$ cat src/rtl/lsu_mem_ctrl_if.sv
// Shared access-size encoding plus the core-side and memory-side bundles of the
// load/store front-end.
package lsu_mem_ctrl_pkg;
  typedef enum logic [1:0] {
    OP_DMEM_BYTE = 2'd0,
    OP_DMEM_HALF = 2'd1,
    OP_DMEM_TRPL = 2'd2,
    OP_DMEM_WORD = 2'd3
  } op_enum_dmem_size;
endpackage

interface lsu_core_if #(
  parameter int unsigned DWIDTH = 32,
  parameter int unsigned AWIDTH = 4
);
  import lsu_mem_ctrl_pkg::*;
  logic              lsu_valid;
  logic              lsu_wen;
  logic              lsu_zero_ex;
  op_enum_dmem_size  lsu_size;
  logic [AWIDTH-1:0] lsu_addr;
  logic [DWIDTH-1:0] lsu_wdata;
  logic              lsu_busy;
  logic              lsu_done;
  logic              lsu_fault;
  logic [DWIDTH-1:0] lsu_rdata;

  modport master (
    output lsu_valid, lsu_wen, lsu_zero_ex, lsu_size, lsu_addr, lsu_wdata,
    input  lsu_busy, lsu_done, lsu_fault, lsu_rdata
  );
  modport slave (
    input  lsu_valid, lsu_wen, lsu_zero_ex, lsu_size, lsu_addr, lsu_wdata,
    output lsu_busy, lsu_done, lsu_fault, lsu_rdata
  );
endinterface

interface lsu_dmem_if #(
  parameter int unsigned DWIDTH = 32,
  parameter int unsigned AWIDTH = 4
);
  import lsu_mem_ctrl_pkg::*;
  logic              mem_req;
  logic              mem_wen;
  logic              mem_ren;
  logic              mem_zero_ex;
  op_enum_dmem_size  mem_size;
  logic [AWIDTH-1:0] mem_addr;
  logic [DWIDTH-1:0] mem_wr_data;
  logic [DWIDTH-1:0] mem_rd_data;

  modport master (
    output mem_req, mem_wen, mem_ren, mem_zero_ex, mem_size, mem_addr, mem_wr_data,
    input  mem_rd_data
  );
  modport slave (
    input  mem_req, mem_wen, mem_ren, mem_zero_ex, mem_size, mem_addr, mem_wr_data,
    output mem_rd_data
  );
endinterface

$ cat src/rtl/lsu_mem_ctrl.sv
// Load/store front-end: checks alignment and bounds, sequences one memory access
// per request and returns the extended read data with a one-cycle done pulse.
module lsu_mem_ctrl
  import lsu_mem_ctrl_pkg::*;
#(
  parameter int unsigned DWIDTH      = 32,
  parameter int unsigned DEPTH       = 2**4,
  parameter int unsigned SYNC_READ   = 0,
  parameter int unsigned BOUND_CHECK = 1
) (
  input logic        clk,
  input logic        res,
  lsu_core_if.slave  core,
  lsu_dmem_if.master dmem
);
  localparam int unsigned AWIDTH = $clog2(DEPTH);
  localparam int unsigned EWIDTH = AWIDTH + 1;

  localparam logic [1:0] ST_IDLE   = 2'd0;
  localparam logic [1:0] ST_ACCESS = 2'd1;
  localparam logic [1:0] ST_WAIT   = 2'd2;
  localparam logic [1:0] ST_RESP   = 2'd3;

  logic [1:0]        state_q, state_d;
  logic              wen_q;
  logic              mem_zx_q;
  op_enum_dmem_size  mem_size_q;
  logic [AWIDTH-1:0] mem_addr_q;
  logic [DWIDTH-1:0] mem_wdata_q;
  logic [DWIDTH-1:0] rdata_q;
  logic              busy_q, done_q, fault_q, req_q, mwen_q, ren_q;
  logic              busy_d, done_d, fault_d, req_d, mwen_d, ren_d;
  logic              accept_c, capture_c, misalign_c, oob_c, legal_c;
  logic [EWIDTH-1:0] last_c;

  // Request legality; the extra address bit keeps the last-byte sum from wrapping.
  always_comb begin
    misalign_c = 1'b0;
    case (core.lsu_size)
      OP_DMEM_HALF:               misalign_c = core.lsu_addr[0];
      OP_DMEM_TRPL, OP_DMEM_WORD: misalign_c = |core.lsu_addr[1:0];
      default:                    misalign_c = 1'b0;
    endcase
    last_c  = EWIDTH'(core.lsu_addr) + EWIDTH'(core.lsu_size);
    oob_c   = (BOUND_CHECK != 0) && (last_c > EWIDTH'(DEPTH - 1));
    legal_c = !misalign_c && !oob_c;
  end

  assign accept_c  = (state_q == ST_IDLE) && core.lsu_valid;
  assign capture_c = ((state_q == ST_ACCESS) && !wen_q && (SYNC_READ == 0)) ||
                     (state_q == ST_WAIT);

  // Next state and next values of the registered outputs.
  always_comb begin
    state_d = state_q;
    case (state_q)
      ST_IDLE:   if (core.lsu_valid) state_d = legal_c ? ST_ACCESS : ST_RESP;
      ST_ACCESS: state_d = (!wen_q && (SYNC_READ != 0)) ? ST_WAIT : ST_RESP;
      ST_WAIT:   state_d = ST_RESP;
      ST_RESP:   state_d = ST_IDLE;
      default:   state_d = ST_IDLE;
    endcase
    busy_d  = (state_d != ST_IDLE);
    done_d  = (state_d == ST_RESP);
    // RESP straight out of IDLE only happens for a rejected request.
    fault_d = (state_q == ST_IDLE) && (state_d == ST_RESP);
    req_d   = (state_d == ST_ACCESS);
    mwen_d  = req_d && core.lsu_wen;
    ren_d   = req_d && !core.lsu_wen;
  end

  always_ff @(posedge clk) begin
    if (res) begin
      state_q     <= ST_IDLE;
      busy_q      <= 1'b0;
      done_q      <= 1'b0;
      fault_q     <= 1'b0;
      req_q       <= 1'b0;
      mwen_q      <= 1'b0;
      ren_q       <= 1'b0;
      wen_q       <= 1'b0;
      mem_zx_q    <= 1'b0;
      mem_size_q  <= OP_DMEM_WORD;
      mem_addr_q  <= '0;
      mem_wdata_q <= '0;
      rdata_q     <= '0;
    end else begin
      state_q <= state_d;
      busy_q  <= busy_d;
      done_q  <= done_d;
      fault_q <= fault_d;
      req_q   <= req_d;
      mwen_q  <= mwen_d;
      ren_q   <= ren_d;
      // Captured request doubles as the held memory-side address/size/data.
      if (accept_c) begin
        wen_q       <= core.lsu_wen;
        mem_zx_q    <= core.lsu_zero_ex;
        mem_size_q  <= core.lsu_size;
        mem_addr_q  <= core.lsu_addr;
        mem_wdata_q <= core.lsu_wdata;
      end
      if (capture_c) rdata_q <= dmem.mem_rd_data;
    end
  end

  assign core.lsu_busy  = busy_q;
  assign core.lsu_done  = done_q;
  assign core.lsu_fault = fault_q;
  assign core.lsu_rdata = rdata_q;

  // Strobes are gated by reset so a store caught mid-access never commits.
  assign dmem.mem_req     = req_q && !res;
  assign dmem.mem_wen     = mwen_q && !res;
  assign dmem.mem_ren     = ren_q;
  assign dmem.mem_zero_ex = mem_zx_q;
  assign dmem.mem_size    = mem_size_q;
  assign dmem.mem_addr    = mem_addr_q;
  assign dmem.mem_wr_data = mem_wdata_q;
endmodule

$ cat src/flat_wrapper.sv
// flat-port wrapper written by rule: the top's interface ports become plain ports
module lsu_mem_ctrl_flat import lsu_mem_ctrl_pkg::*;
#(
  parameter int unsigned DWIDTH      = 32,
  parameter int unsigned DEPTH       = 2**4,
  parameter int unsigned SYNC_READ   = 0,
  parameter int unsigned BOUND_CHECK = 1
)
  (clk, res, core_lsu_valid, core_lsu_wen, core_lsu_zero_ex, core_lsu_size, core_lsu_addr, core_lsu_wdata, core_lsu_busy, core_lsu_done, core_lsu_fault, core_lsu_rdata, dmem_mem_req, dmem_mem_wen, dmem_mem_ren, dmem_mem_zero_ex, dmem_mem_size, dmem_mem_addr, dmem_mem_wr_data, dmem_mem_rd_data);
  lsu_core_if #(.DWIDTH(DWIDTH), .AWIDTH((4))) core_i ();
  lsu_dmem_if #(.DWIDTH(DWIDTH), .AWIDTH((4))) dmem_i ();
  input logic clk;
  input logic res;
  input wire logic [$bits(core_i.lsu_valid)-1:0] core_lsu_valid;
  input wire logic [$bits(core_i.lsu_wen)-1:0] core_lsu_wen;
  input wire logic [$bits(core_i.lsu_zero_ex)-1:0] core_lsu_zero_ex;
  input wire logic [$bits(core_i.lsu_size)-1:0] core_lsu_size;
  input wire logic [$bits(core_i.lsu_addr)-1:0] core_lsu_addr;
  input wire logic [$bits(core_i.lsu_wdata)-1:0] core_lsu_wdata;
  output wire logic [$bits(core_i.lsu_busy)-1:0] core_lsu_busy;
  output wire logic [$bits(core_i.lsu_done)-1:0] core_lsu_done;
  output wire logic [$bits(core_i.lsu_fault)-1:0] core_lsu_fault;
  output wire logic [$bits(core_i.lsu_rdata)-1:0] core_lsu_rdata;
  output wire logic [$bits(dmem_i.mem_req)-1:0] dmem_mem_req;
  output wire logic [$bits(dmem_i.mem_wen)-1:0] dmem_mem_wen;
  output wire logic [$bits(dmem_i.mem_ren)-1:0] dmem_mem_ren;
  output wire logic [$bits(dmem_i.mem_zero_ex)-1:0] dmem_mem_zero_ex;
  output wire logic [$bits(dmem_i.mem_size)-1:0] dmem_mem_size;
  output wire logic [$bits(dmem_i.mem_addr)-1:0] dmem_mem_addr;
  output wire logic [$bits(dmem_i.mem_wr_data)-1:0] dmem_mem_wr_data;
  input wire logic [$bits(dmem_i.mem_rd_data)-1:0] dmem_mem_rd_data;
  assign core_i.lsu_valid = core_lsu_valid;
  assign core_i.lsu_wen = core_lsu_wen;
  assign core_i.lsu_zero_ex = core_lsu_zero_ex;
  assign core_i.lsu_size = core_lsu_size;
  assign core_i.lsu_addr = core_lsu_addr;
  assign core_i.lsu_wdata = core_lsu_wdata;
  assign core_lsu_busy = core_i.lsu_busy;
  assign core_lsu_done = core_i.lsu_done;
  assign core_lsu_fault = core_i.lsu_fault;
  assign core_lsu_rdata = core_i.lsu_rdata;
  assign dmem_mem_req = dmem_i.mem_req;
  assign dmem_mem_wen = dmem_i.mem_wen;
  assign dmem_mem_ren = dmem_i.mem_ren;
  assign dmem_mem_zero_ex = dmem_i.mem_zero_ex;
  assign dmem_mem_size = dmem_i.mem_size;
  assign dmem_mem_addr = dmem_i.mem_addr;
  assign dmem_mem_wr_data = dmem_i.mem_wr_data;
  assign dmem_i.mem_rd_data = dmem_mem_rd_data;
  lsu_mem_ctrl #(.DWIDTH(DWIDTH), .DEPTH(DEPTH), .SYNC_READ(SYNC_READ), .BOUND_CHECK(BOUND_CHECK)) u_core (.clk(clk), .res(res), .core(core_i), .dmem(dmem_i));
endmodule
$ cat config.mk
export PLATFORM = sky130hd
export DESIGN_NAME = lsu_mem_ctrl_flat
export DESIGN_NICKNAME = d
export VERILOG_FILES = /design/src/rtl/lsu_mem_ctrl_if.sv /design/src/rtl/lsu_mem_ctrl.sv /design/src/flat_wrapper.sv
export SDC_FILE = /design/constraint.sdc
export NUM_CORES = 1
export LEC_CHECK = 0
export CORE_MARGIN = 3
export CORE_UTILIZATION = 40
export DETAILED_ROUTE_END_ITERATION = 8
export GPL_ROUTABILITY_DRIVEN = 0
export GPL_TIMING_DRIVEN = 0
export PLACE_DENSITY = 0.8
export SYNTH_ARGS = -nofsm -noshare
export SYNTH_HDL_FRONTEND = slang
export SYNTH_SLANG_ARGS = --single-unit
export TNS_END_PERCENT = 50
$ cat constraint.sdc
create_clock -name clk -period 4.65 [get_ports clk]
set_input_delay 0.93 -clock clk [delete_from_list [all_inputs] [get_ports clk]]
set_output_delay 0.93 -clock clk [all_outputs]
set_load 0.02 [all_outputs]
==> impl_metrics.toml <==
[run_status]
status = "complete, no violations"

[routing]
drt_pass1_iterations = 4
routed_wl_um = 8650
drc = 0
routed-via-count = 3041
drt_iter0_markers = 68
vias_per_cell = 4.86
ant_nets = 0
wl_per_cell_um = 13.8

[hold_path]
worstHoldStart = "u_core.dmem.mem_addr[0]"
whs_endpoint = "u_core.dmem.mem_addr[0]"
whs_path_depth = 2
hp-class = "flip-flop to flip-flop"

[placement]
port_buffers = 151
dp_hpwl_um = 6650

[sta]
skew_ps = 6.30
hold_violations = 0
max_freq_mhz = 291
drv_slew = 0
setup_tns_ps = 0
fin_crit_sh = 0.738
tightestPinTransition_ps = 569
min_period_ps = 3430
setup_viol = 0
rsz0062_at_grt = "false"
slew_headroom = 0.620

[clock_tree]
postCtsSetupBuffers = 0
ctsHoldBuffers = 0
path_clk_slew_ps = 70
cts_sinks = 80
clk_path_buf_depth = 2
root_buffer = "clkbuf_8"
htree_levels = 3
post_cts_resized = 0
cts-buffers-inserted = 9
worstSkewPairLatency_ps = 340
tritoncts = "built"

[die]
io_pins = 152
fp.dieW_um = 93.9
start_util = 0.420
rows = 31
die_area_um2 = 8820
die_y_um = 93.9
core_um2 = 7370

[yosys]
syn_area_per_cell_um2 = 8.57
synth_fa_ha_area_frac = 0.0227
synth_top_area_cell = "dfxtp_1"
synth_flop_cell = "dfxtp_1"
syn_inst = 361
synthSimpleGateAreaFrac = 0.216
syn_nets = 441
ys_types = 27
synth_edf_count = 0
yosys-top-cells-area = "dfxtp_1 52%, a21oi_1 11%, nand2_1 9.8%, or3b_1 7.9%, o21ai_0 5.5%"
synth_compound_area_frac = 0.187
synthArstFlopShare = 0
synth.most_common_cell = "nand2_1"
seq_area_frac_synth = 0.518
synthTopCellsByCount = "81 x nand2_1, 80 x dfxtp_1, 71 x a21oi_1, 34 x o21ai_0, 28 x or3b_1"
yosysTopAreaCellShare = 0.518
yosys_warnings = 0
synth_top_family_by_area = "simple AND/OR/NAND/NOR gates"
synth_area_um2 = 3090
yosys_register_bits = 80
synthXorXnorAreaFrac = 0
yosys-mux-area-fraction = 0

[power]
pwr-share-clk = 0.195
power.switching_uw = 1000
swShare = 0.366
pwr-share-comb = 0.458
leakage_uw = 0.00178
p_int_uw = 1740
power_frac_seq = 0.347
irDropWorstVdd_v = 0.000244
power_density_nw_per_um2 = 557

[global_routing]
track_usage = 0.202
grt_pass1_wl_um = 14100
grt_pass1_vias = 3054
gr-total-overflow = 0
grt_max_degree = 13
antenna_found_initial = 0

[layout]
fill_cells = 643
final_core_util = 0.669
drive_gt1_frac = 0.0493
layout.nets = 603
diodes = 0
syn_to_final_growth_pct = 59.4

[critical_path]
path_class = "primary input to primary output"
end_kind = "primary output"
crit_arrival_ps = 2500
path_max_fanout = 10
reg2reg_from = "u_core.state_q[1]"
timing.rr.end = "u_core.dmem.mem_wr_data[23]"
crit_required_ps = 3720
r2r_setup_slack_ps = 2960
cp-start-kind = "primary input"
reg2reg_depth = 7

[flow_run]
maxCapViolations = 0
[per-layer routing]
| layer | share of wire | wire length, um | vias up | track usage |
|---|---|---|---|---|
| met1 | 0.41 | 3580 | 1371 | 0.228 |
| met2 | 0.47 | 4030 | 114 | 0.335 |
| li1 | - | - | 1542 | - |
| met5 | 0 | 0 | - | 0 |
| met4 | 0.019 | 168 | 0 | 0.0854 |
| met3 | 0.10 | 870 | 14 | 0.0833 |
[layout make-up]
type	instances	area, um^2	share of cell area
inverter	5	18.8	0.00381
clock buffer	11	131	0.0266
timing repair buffer	151	1510	0.307
clock inverter	4	70.1	0.0142
multi-input combinational	244	1320	0.267
sequential	80	1600	0.325
buffer	32	156	0.0317
tap	99	124	0.0251
[sequential cells by signal, indices dropped and copies added (netlist names)]
signal	cells
u_core.core.lsu_fault	1
u_core.dmem.mem_zero_ex	1
u_core.wen_q	1
u_core.core.lsu_busy	1
u_core.dmem.mem_ren	1
u_core.dmem.mem_size	2
u_core.dmem.mem_wr_data	32
u_core.state_q	2
u_core.mwen_q	1
u_core.req_q	1
u_core.core.lsu_done	1
u_core.core.lsu_rdata	32
u_core.dmem.mem_addr	4
[layout by cell type (no fill, tap or decap), types with 3 or more instances in the layout]
master	instances
or3b_1	28
buf_2	5
clkdlybuf4s50_1	151
ha_1	4
clkbuf_8	9
nand3_1	3
inv_1	5
dfxtp_1	80
nor2b_1	3
buf_6	4
o21ai_0	34
nor3_1	3
or3b_2	4
nand2_1	81
clkbuf_1	24
a21oi_1	71
[worst max path at each step]
stage | endpoint | depth (start not counted) | from | slack (ps)
floorplan | dmem_mem_req | 2 | res | 2290
global placement | dmem_mem_req | 4 | res | 1200
detailed placement | dmem_mem_req | 4 | res | 1210
CTS | dmem_mem_req | 4 | res | 1200
global route | dmem_mem_req | 4 | res | 1090
finish | dmem_mem_req | 4 | res | 1220
[power by group through the flow]
stage	Combinational [uW]	Sequential (uW)	Clock, uW
3_5_place_dp	1270	968	0
4_1_cts	1270	954	550
3_3_place_gp	1250	960	0
5_1_grt	1380	973	584
6_report	1260	953	534
2_1_floorplan	528	1160	0
[worst max-delay path: stages]
cell and delay (ps):
clkdlybuf4s50_1 490, clkbuf_1 410, nor2b_1 100, clkdlybuf4s50_1 570
[stage by stage]
stage	power [uW]	std cells	hold WS, ps	instance area (um^2)	setup WS [ps]
2_1_floorplan	1690	361	437	3090	2290
3_3_place_gp	2210	611	441	4730	1200
3_5_place_dp	2240	611	447	4730	1210
4_1_cts	2780	626	458	4930	1200
5_1_grt	2940	626	481	4930	1090
6_report	2740	626	456	4930	1220
[cell families after synthesis]
kind of cell	Yosys count
adders and majority gates	5
buffers and inverters	37
DFF	80
AOI/OAI and AO/OA	112
and+or+nand+nor	127
(Power assumes the default switching activity.)
